`config.mk`:
```
export PLATFORM = sky130hd
export DESIGN_NAME = cd_rx_page_reader_flat
export DESIGN_NICKNAME = d
export VERILOG_FILES = /design/src/rtl/cd_rx_page_reader_if.sv /design/src/rtl/cd_rx_page_reader.sv /design/src/flat_wrapper.sv
export SDC_FILE = /design/constraint.sdc
export NUM_CORES = 1
export LEC_CHECK = 0
export ABC_AREA = 1
export BUFFER_PORTS_ARGS = -buffer_cell sky130_fd_sc_hd__buf_4
export CAP_MARGIN = 10
export CORE_MARGIN = 2
export CORE_UTILIZATION = 35
export DETAILED_ROUTE_END_ITERATION = 6
export HOLD_SLACK_MARGIN = 0.08
export SYNTH_ARGS = -nofsm -noshare
export SYNTH_HDL_FRONTEND = slang
export SYNTH_SLANG_ARGS = --single-unit
```
`constraint.sdc`:
```
create_clock -name clk -period 2.18 [get_ports clk]
set_clock_uncertainty 0.15 [all_clocks]
set_input_delay 0.218 -clock clk [delete_from_list [all_inputs] [get_ports clk]]
set_output_delay 0.218 -clock clk [all_outputs]
set_load 0.05 [all_outputs]
```
`src/rtl/cd_rx_page_reader_if.sv`:
```
// cd_rx_page_reader_if: page-buffer read port plus the downstream byte stream.
// master is the reader side; slave is the buffer/consumer side.
interface cd_rx_page_reader_if #(
    parameter int A_WIDTH = 8
);
    logic [A_WIDTH-1:0] rd_addr;
    logic               rd_en;
    logic [7:0]         rd_byte;
    logic [7:0]         m_data;
    logic               m_valid;
    logic               m_ready;
    logic               m_last;

    modport master (
        output rd_addr, rd_en, m_data, m_valid, m_last,
        input  rd_byte, m_ready
    );

    modport slave (
        input  rd_addr, rd_en, m_data, m_valid, m_last,
        output rd_byte, m_ready
    );
endinterface

```
`src/rtl/cd_rx_page_reader.sv`:
```
// cd_rx_page_reader: fetches the length of each committed page, streams the frame
// over valid/ready and retires the page with a single rd_done pulse.
module cd_rx_page_reader #(
    parameter int A_WIDTH  = 8,
    parameter int LEN_OFS  = 2,
    parameter int HDR_LEN  = 3,
    parameter int MAX_DATA = 253
) (
    input  logic clk,
    input  logic reset_n,
    input  logic en,
    input  logic unread,
    input  logic abort,
    input  logic flush,
    output logic rd_done,
    output logic rd_done_all,
    output logic busy,
    output logic len_err,
    cd_rx_page_reader_if.master bus
);
    localparam logic [A_WIDTH-1:0] LEN_ADDR = A_WIDTH'(LEN_OFS);
    localparam logic [A_WIDTH:0]   HDR_W    = (A_WIDTH+1)'(HDR_LEN);
    localparam logic [7:0]         MAX_B    = 8'(MAX_DATA);

    typedef enum logic [2:0] {IDLE, LEN_RD, LEN_CAP, DAT_RD, DAT_LD, DAT_OUT} state_t;

    state_t             state_q, state_d;
    logic [A_WIDTH:0]   idx_q, idx_d, total_q, total_d;
    logic [A_WIDTH-1:0] addr_q, addr_d;
    logic [7:0]         m_data_q, m_data_d;
    logic               m_valid_q, m_valid_d, m_last_q, m_last_d;
    logic               len_bad, keep;

    assign len_bad = bus.rd_byte > MAX_B;
    // flush wins over abort, abort over normal progression
    assign keep    = !flush && !(abort && state_q != IDLE);

    always_ff @(posedge clk or negedge reset_n) begin
        if (!reset_n) begin
            state_q   <= IDLE;
            idx_q     <= '0;
            total_q   <= '0;
            addr_q    <= '0;
            m_data_q  <= '0;
            m_valid_q <= 1'b0;
            m_last_q  <= 1'b0;
        end else begin
            state_q   <= state_d;
            idx_q     <= idx_d;
            total_q   <= total_d;
            addr_q    <= addr_d;
            m_data_q  <= m_data_d;
            m_valid_q <= m_valid_d;
            m_last_q  <= m_last_d;
        end
    end

    always_comb begin
        state_d = state_q;
        case (state_q)
            IDLE:    if (en && unread) state_d = LEN_RD;
            LEN_RD:  state_d = LEN_CAP;
            LEN_CAP: state_d = len_bad ? IDLE : DAT_RD;
            DAT_RD:  state_d = DAT_LD;
            DAT_LD:  state_d = DAT_OUT;
            DAT_OUT: if (bus.m_ready) state_d = m_last_q ? IDLE : DAT_RD;
            default: state_d = IDLE;
        endcase
        if (!keep) state_d = IDLE;
    end

    always_comb begin
        busy        = state_q != IDLE;
        bus.rd_en   = state_q == LEN_RD || state_q == DAT_RD;
        addr_d      = state_q == LEN_RD ? LEN_ADDR : state_q == DAT_RD ? idx_q[A_WIDTH-1:0] : addr_q;
        bus.rd_addr = addr_d;
        len_err     = keep && state_q == LEN_CAP && len_bad;
        rd_done     = len_err || (keep && state_q == DAT_OUT && bus.m_ready && m_last_q);
        rd_done_all = flush;
        total_d     = state_q == LEN_CAP ? (A_WIDTH+1)'(bus.rd_byte) + HDR_W : total_q;
        idx_d       = state_q == LEN_CAP ? '0 : (state_q == DAT_OUT && bus.m_ready) ? idx_q + 1'b1 : idx_q;
        m_data_d    = state_q == DAT_LD ? bus.rd_byte : m_data_q;
        // the byte stays presented until the consumer takes it
        m_valid_d   = keep && (state_q == DAT_LD || (state_q == DAT_OUT && !bus.m_ready));
        m_last_d    = keep && (state_q == DAT_LD ? idx_q == total_q - 1'b1
                                                 : state_q == DAT_OUT && !bus.m_ready && m_last_q);
        bus.m_data  = m_data_q;
        bus.m_valid = m_valid_q;
        bus.m_last  = m_last_q;
    end
endmodule
```
`src/flat_wrapper.sv`:
```
// flat-port wrapper written by rule: the top's interface ports become plain ports
module cd_rx_page_reader_flat 
#(
    parameter int A_WIDTH  = 8,
    parameter int LEN_OFS  = 2,
    parameter int HDR_LEN  = 3,
    parameter int MAX_DATA = 253
)
  (clk, reset_n, en, unread, abort, flush, rd_done, rd_done_all, busy, len_err, bus_rd_addr, bus_rd_en, bus_m_data, bus_m_valid, bus_m_last, bus_rd_byte, bus_m_ready);
  cd_rx_page_reader_if #(.A_WIDTH(A_WIDTH)) bus_i ();
  input  logic clk;
  input  logic reset_n;
  input  logic en;
  input  logic unread;
  input  logic abort;
  input  logic flush;
  output logic rd_done;
  output logic rd_done_all;
  output logic busy;
  output logic len_err;
  output wire logic [$bits(bus_i.rd_addr)-1:0] bus_rd_addr;
  output wire logic [$bits(bus_i.rd_en)-1:0] bus_rd_en;
  output wire logic [$bits(bus_i.m_data)-1:0] bus_m_data;
  output wire logic [$bits(bus_i.m_valid)-1:0] bus_m_valid;
  output wire logic [$bits(bus_i.m_last)-1:0] bus_m_last;
  input wire logic [$bits(bus_i.rd_byte)-1:0] bus_rd_byte;
  input wire logic [$bits(bus_i.m_ready)-1:0] bus_m_ready;
  assign bus_rd_addr = bus_i.rd_addr;
  assign bus_rd_en = bus_i.rd_en;
  assign bus_m_data = bus_i.m_data;
  assign bus_m_valid = bus_i.m_valid;
  assign bus_m_last = bus_i.m_last;
  assign bus_i.rd_byte = bus_rd_byte;
  assign bus_i.m_ready = bus_m_ready;
  cd_rx_page_reader #(.A_WIDTH(A_WIDTH), .LEN_OFS(LEN_OFS), .HDR_LEN(HDR_LEN), .MAX_DATA(MAX_DATA)) u_core (.clk(clk), .reset_n(reset_n), .en(en), .unread(unread), .abort(abort), .flush(flush), .rd_done(rd_done), .rd_done_all(rd_done_all), .busy(busy), .len_err(len_err), .bus(bus_i));
endmodule
```
==> flow_summary.toml, run 1 <==
[run_status]
status = "complete, no violations"

[clock_tree]
cts_max_path_buffers = 2
cts_buffers = 5
cts_num_sinks = 39
clk_latency_ns = 0.29
cts_tree = "done"
cts_htree_levels = 2
clkTransAtPathRegs_ns = 0.08
clock-root-buffer = "clkbuf_8"

[setup_path]
cp.buffers_inverters = 3
critPathKind = "reg -> out"
cp_max_fo = 5
cp.depth = 9
cp.arrival_ns = 1.70
reg2reg_depth = 10
r2r_slack_ns = 0.36
crit_slowest_cell = "dfrtp_2"
crit_chain = "nor2_4 -> inv_1 -> nor2_2 -> inv_2 -> nand2_2 -> nand2_4 -> nor3_4 -> or2_4 -> buf_8"
cp_data_required_time_ns = 1.81
start_kind = "flip-flop"
worst_setup_path_end_kind = "output pin"
worst_path_largest_cell_delay_ns = 0.47
crit_family = "simple AND/OR/NAND/NOR gates"

[drt]
firstDrtPassIters = 4
vias = 1918
detail-route-antenna-nets = 0
wire_per_inst_um = 12.26
drt-initial-drc-count = 78
wl_um = 5025
viasPerCell = 4.678
drc_errors = 0

[synthesis]
synth_xor_area_frac = 0.02086
synthMuxAreaShare = 0
synth_nets = 304
syn_area_per_cell_um2 = 7.367
synth_area_mm2 = 0.002100
synth_fa_ha_area_frac = 0.02384
synth_simple_gate_area_share = 0.2849
synth_compound_area_frac = 0.1162
seq_area_frac_synth = 0.4648
ys_warn_count = 0
synth-seq-cells = 39
synth_cell_types = 22
synth_top_family_by_area = "simple AND/OR/NAND/NOR gates"
synthCells = 285

[place]
dp_hpwl_um = 3797
dp_slack_ns = 0.2062
placedCellCount = 397
gp_congestion = 0.8338
io_buffers = 37
place_area_mm2 = 0.002540

[power]
finalPower_mw = 2.574
ir_drop_mv = 0.6681
powerDensity_mw_per_mm2 = 947.6
leakagePower_nw = 1.368

[die]
core_area_mm2 = 0.005851
die_h_um = 81.45
num_rows = 28
die_w_um = 81.45
die_area_mm2 = 0.006634
io_pins = 38
start_util = 0.3589

[sta]
maxSlewHeadroom = 0.6517
setup_viol = 0
worstMarginPinSlew_ns = 0.5224
period_needed_ns = 2.071
slew_viol_final = 0
fmax_ghz = 0.4829
finalCritPeriodShare = 0.9500
rsz0062_at_grt = "yes"
worst_slack_ns = 0.1090
hold_viol_final = 0

[flow_run]
maxCapViolCount = 0

[layout]
diodes = 0
drive_above_1_share = 0.2269
fin_area_mm2 = 0.002716
stdcell_count = 410
syn2layout_area_growth_pct = 29.38
post-route-util = 0.4643
finalNetCount = 354

[worst_hold_path]
min_path_cells = 4
hp-class = "in -> reg"

[global_routing]
grt_pass1_vias = 1930
grt_max_degree = 40
grt_util_all_layers = 0.1716
grt_first_pass_wirelength_um = 8721
grt_overflow = 0
grt_antenna_before_repair = 0
sequential cells by signal, indices dropped and copies added, names as in the netlist:
name                cells
u_core.addr_q           8
u_core.bus.m_data       8
u_core.bus.m_last       1
u_core.bus.m_valid      1
u_core.idx_q            9
u_core.state_q          3
u_core.total_q          9
final timing paths:
| path | endpoint | startpoint |
|---|---|---|
| worst max-delay path | rd_done | u_core.state_q[0]$_DFFE_PN0P_ |
| worst min-delay path | u_core.state_q[0]$_DFFE_PN0P_ | flush |
| worst max register to register | u_core.bus.m_last$_DFF_PN0_ | u_core.total_q[0]$_DFFE_PN0P_ |
| worst min register to register | u_core.addr_q[6]$_DFF_PN0_ | u_core.addr_q[6]$_DFF_PN0_ |
| max in group asynchronous | u_core.state_q[2]$_DFFE_PN0P_ | reset_n |
| min in group asynchronous | u_core.addr_q[6]$_DFF_PN0_ | reset_n |
cell families (layout without fill, tap and decap cells):
group	count (synthesis)	after routing
compound gates	47	47
flops	39	39
fa+ha+maj	4	4
simple gates	141	141
xor+xnor	5	5
buf+inv	49	99
worst register-to-register path, delay by kind of cell (launching register included):
| kind | cells | cell delay (ns) |
|---|---|---|
| compound gates | 1 | 0.14 |
| fa+ha+maj | 1 | 0.22 |
| buf+inv | 1 | 0.12 |
| flops | 1 | 0.39 |
| simple gates | 7 | 0.73 |
cells in the mapped netlist (all sizes together):
master | number | share of area
buf | 1 | 0.0036
inv | 45 | 0.080
xor2 | 3 | 0.013
xnor2 | 2 | 0.0083
nand4 | 2 | 0.0060
nor2 | 32 | 0.061
o22ai | 3 | 0.0089
o21ai | 31 | 0.074
nor3 | 10 | 0.029
ha | 4 | 0.024
a31oi | 1 | 0.0030
clkbuf | 3 | 0.0054
dfrtp | 39 | 0.46
nand3 | 21 | 0.052
a21oi | 12 | 0.030
or2 | 1 | 0.0030
nand2 | 75 | 0.13
routing by layer:
metal	share of wire	wire [um]	global-route usage	up-vias
met3	0.045	228	0.03187	7
met5	0	0	0	-
li1	-	-	-	1004
met1	0.49	2461	0.2287	871
met2	0.44	2223	0.2730	36
met4	0.022	112	0.07288	0
cells in the final DEF (no fill, tap or decap):
cell type,Yosys,final
nand4_1,2,2
ha_1,4,4
nor3_1,8,6
nand2_2,0,1
nand2_4,0,1
or2_4,0,1
buf_8,0,1
a31oi_1,1,1
nor2_1,31,27
nor2_4,1,3
o21ai_1,2,2
inv_2,0,3
dfrtp_2,0,2
nor3_2,2,3
xnor2_1,2,2
o21ai_0,29,22
a21oi_2,1,1
nor3_4,0,1
nand3_1,20,20
xor2_1,3,3
clkinv_2,0,1
dfrtp_1,39,37
a21oi_1,11,11
o21ai_2,0,7
inv_1,45,41
dlygate4sd3_1,0,5
nor2_2,0,2
nand3_2,1,1
o22ai_1,3,3
buf_4,1,41
clkinvlp_4,0,1
clkbuf_8,0,6
nand2_1,75,73
where the power goes:
group | leakage, nW | internal (mW) | switching [mW]
clock network | 0.0470 | 0.249 | 0.260
logic | 0.825 | 0.350 | 0.713
registers | 0.496 | 0.879 | 0.122
stage by stage:
step	TNS [ns]	hold slack, ns
3_5_place_dp	0	0.07597
5_1_grt	-0.01135	0.09277
3_3_place_gp	0	0.07868
4_1_cts	0	0.08245
2_1_floorplan	-0.02975	-0.2276
6_report	0	0.08552
area by class of cell:
class	count	area [um^2]
fill	608	3134
multi-input combinational	197	1011
sequential	39	978.4
timing repair buffer	47	372.9
inverter	45	172.7
tap	75	93.84
clock buffer	6	82.58
clock inverter	1	5.005
timing repair:
action,4_1_cts,5_1_grt
hold buffers,5,0
resized for setup,2,10
endpoints found under the hold margin,42,0
buffers inserted,0,1
endpoints found under the setup margin,8,9
Power figures use the tool's default switching activity.
==> run 2, diff against run 1 <==
--- a/config.mk
+++ b/config.mk
@@ -8,10 +8,13 @@
 export ABC_AREA = 1
 export BUFFER_PORTS_ARGS = -buffer_cell sky130_fd_sc_hd__buf_4
 export CAP_MARGIN = 10
+export CELL_PAD_IN_SITES_DETAIL_PLACEMENT = 0
+export CELL_PAD_IN_SITES_GLOBAL_PLACEMENT = 1
 export CORE_MARGIN = 2
-export CORE_UTILIZATION = 35
+export CORE_UTILIZATION = 40
 export DETAILED_ROUTE_END_ITERATION = 6
 export HOLD_SLACK_MARGIN = 0.08
+export PLACE_DENSITY_LB_ADDON = 0.1
 export SYNTH_ARGS = -nofsm -noshare
 export SYNTH_HDL_FRONTEND = slang
 export SYNTH_SLANG_ARGS = --single-unit
==> run 2 against run 1 <==
  * Setup slack better by 0.018 ns
  * First-iteration DRC count up 41%
  * Critical path depth down 4
  * Register-to-register slack worse by 0.11 ns
  * Clock power up 42%
  * Sequential power about the same
  * Non-clock buffer count up 4
  * Final area up 2.7%
  * Flip-flop and latch count unchanged
  * Power up 8.2%
  * Highest routed layer unchanged
==> flow_summary.toml, run 2 (same netlist as run 1, synthesis figures left out) <==
[layout]
stdcell_count = 410
final_common_cell = "nand2_1"
syn2layout_area_growth_pct = 32.84
diodes = 0
fill_cells = 513
fin_area_mm2 = 0.002789
top_regs = "u_core.idx_q (9), u_core.total_q (9)"
drive_above_1_share = 0.2294
layout_common_cells = "nand2_1, buf_4, inv_1"
finalNetCount = 358

[clock_tree]
clock-root-buffer = "clkbuf_8"
cts_htree_levels = 2
cts_buffers = 5
clk_latency_ns = 0.29
cts_max_path_buffers = 2
clkTransAtPathRegs_ns = 0.07
cts_num_sinks = 39
cts_tree = "done"

[place]
dp_hpwl_um = 3814
io_buffers = 37
place_area_mm2 = 0.002534
placedCellCount = 392
gp_congestion = 0.8188
dp_slack_ns = 0.2195

[die]
io_pins = 38
die_area_mm2 = 0.005845
num_rows = 26
die_h_um = 76.45
die_w_um = 76.45
start_util = 0.4137
core_area_mm2 = 0.005075

[worst_hold_path]
hp-class = "in -> reg"
min_path_cells = 4

[power]
powerDensity_mw_per_mm2 = 998.6
leakagePower_nw = 1.412
sw_frac_of_total = 0.3926
combPwrFrac = 0.383
pwr-share-clk = 0.259
finalPower_mw = 2.785
p_sw_mw = 1.093
ir_drop_mv = 0.6473
internal_power_mw = 1.692
seqPwrFrac = 0.357

[setup_path]
critPathKind = "reg -> out"
reg2reg_depth = 10
r2r_slack_ns = 0.25
cp_data_required_time_ns = 1.81
crit_end = "rd_done"
critPathLaunch = "u_core.state_q[2]$_DFFE_PN0P_"
cp_max_fo = 6
timing.rr.start = "u_core.total_q[0]$_DFFE_PN0P_"
start_kind = "flip-flop"
worst_setup_path_end_kind = "output pin"
r2r-end = "u_core.bus.m_last$_DFF_PN0_"
cp.arrival_ns = 1.68

[global_routing]
grt_max_degree = 40
grt_util_all_layers = 0.1966
grt_overflow = 0
grt_first_pass_wirelength_um = 9308
grt_pass1_vias = 1953
grt_antenna_before_repair = 0

[drt]
firstDrtPassIters = 5
wl_um = 5162
vias = 1967
drt-initial-drc-count = 110
drc_errors = 0
detail-route-antenna-nets = 0
wire_per_inst_um = 12.59
viasPerCell = 4.798

[sta]
worstMarginPinSlew_ns = 0.5276
rsz0062_at_grt = "no"
setup_viol = 0
slew_viol_final = 0
finalCritPeriodShare = 0.9417
worst_slack_ns = 0.1271
hold_viol_final = 0
maxSlewHeadroom = 0.6482
fmax_ghz = 0.4871
period_needed_ns = 2.053

[flow_run]
maxCapViolCount = 0

[run_status]
status = "complete, no violations"
-- run 2: power by group through the flow --
stage	sequential (mW)	clock (mW)	combinational [mW]
after floorplan	1.21	0	0.541
after global placement	1.01	0	1.04
after detailed placement	1.01	0	1.05
after CTS	0.995	0.741	1.06
after global routing	1.02	0.770	1.20
final	0.995	0.723	1.07
-- run 2: per-stage QoR --
stage	hold WS, ns	utilization	TNS (ns)
after floorplan	-0.2276	-	-0.02975
after global placement	0.07830	0.4993	0
after detailed placement	0.08352	0.4993	0
after CTS	0.08899	0.5402	0
after global routing	0.1165	0.5496	0
final	0.08930	0.5496	0
-- run 2: timing repair --
item                                   in CTS  in global routing
pin swaps                                   0                  4
resized for setup                           3                 10
hold buffers                                7                  0
setup endpoints to repair                   8                  9
gates cloned                                0                  0
endpoints found under the hold margin      45                  0
buffers inserted                            0                  3
-- run 2: worst max-delay path, stage by stage (launching register included) --
cell and delay, ns:
dfrtp_2 0.47, nor3_2 0.22, nand4_1 0.19, nor3_4 0.23, or2_4 0.15, buf_8 0.13
-- run 2: routing by layer --
layer  vias to the layer above  track usage  share of wire
li1                       1014            -              -
met1                       911       0.2813           0.49
met2                        40       0.3088           0.47
met3                         2      0.03555          0.035
met4                         0      0.04909         0.0052
met5                         -            0              0
-- run 2: layout make-up --
cell class,instances,area [um^2],area share
multi-input cells,197,1003,0.3598
clock buffers,6,72.57,0.02602
well taps,70,87.58,0.03140
inverters,45,172.7,0.06191
repair buffers,51,414.1,0.1485
clock inverters,2,60.06,0.02153
flip-flops and latches,39,978.4,0.3508
-- run 2: how the worst min path moves through the flow --
stage | end | start
after global routing | u_core.bus.m_data[1]$_DFFE_PN0P_ | bus_rd_byte[1]
after global placement | u_core.state_q[0]$_DFFE_PN0P_ | reset_n
after floorplan | u_core.addr_q[0]$_DFF_PN0_ | reset_n
after CTS | u_core.state_q[0]$_DFFE_PN0P_ | flush
final | u_core.state_q[0]$_DFFE_PN0P_ | flush
after detailed placement | u_core.state_q[0]$_DFFE_PN0P_ | reset_n
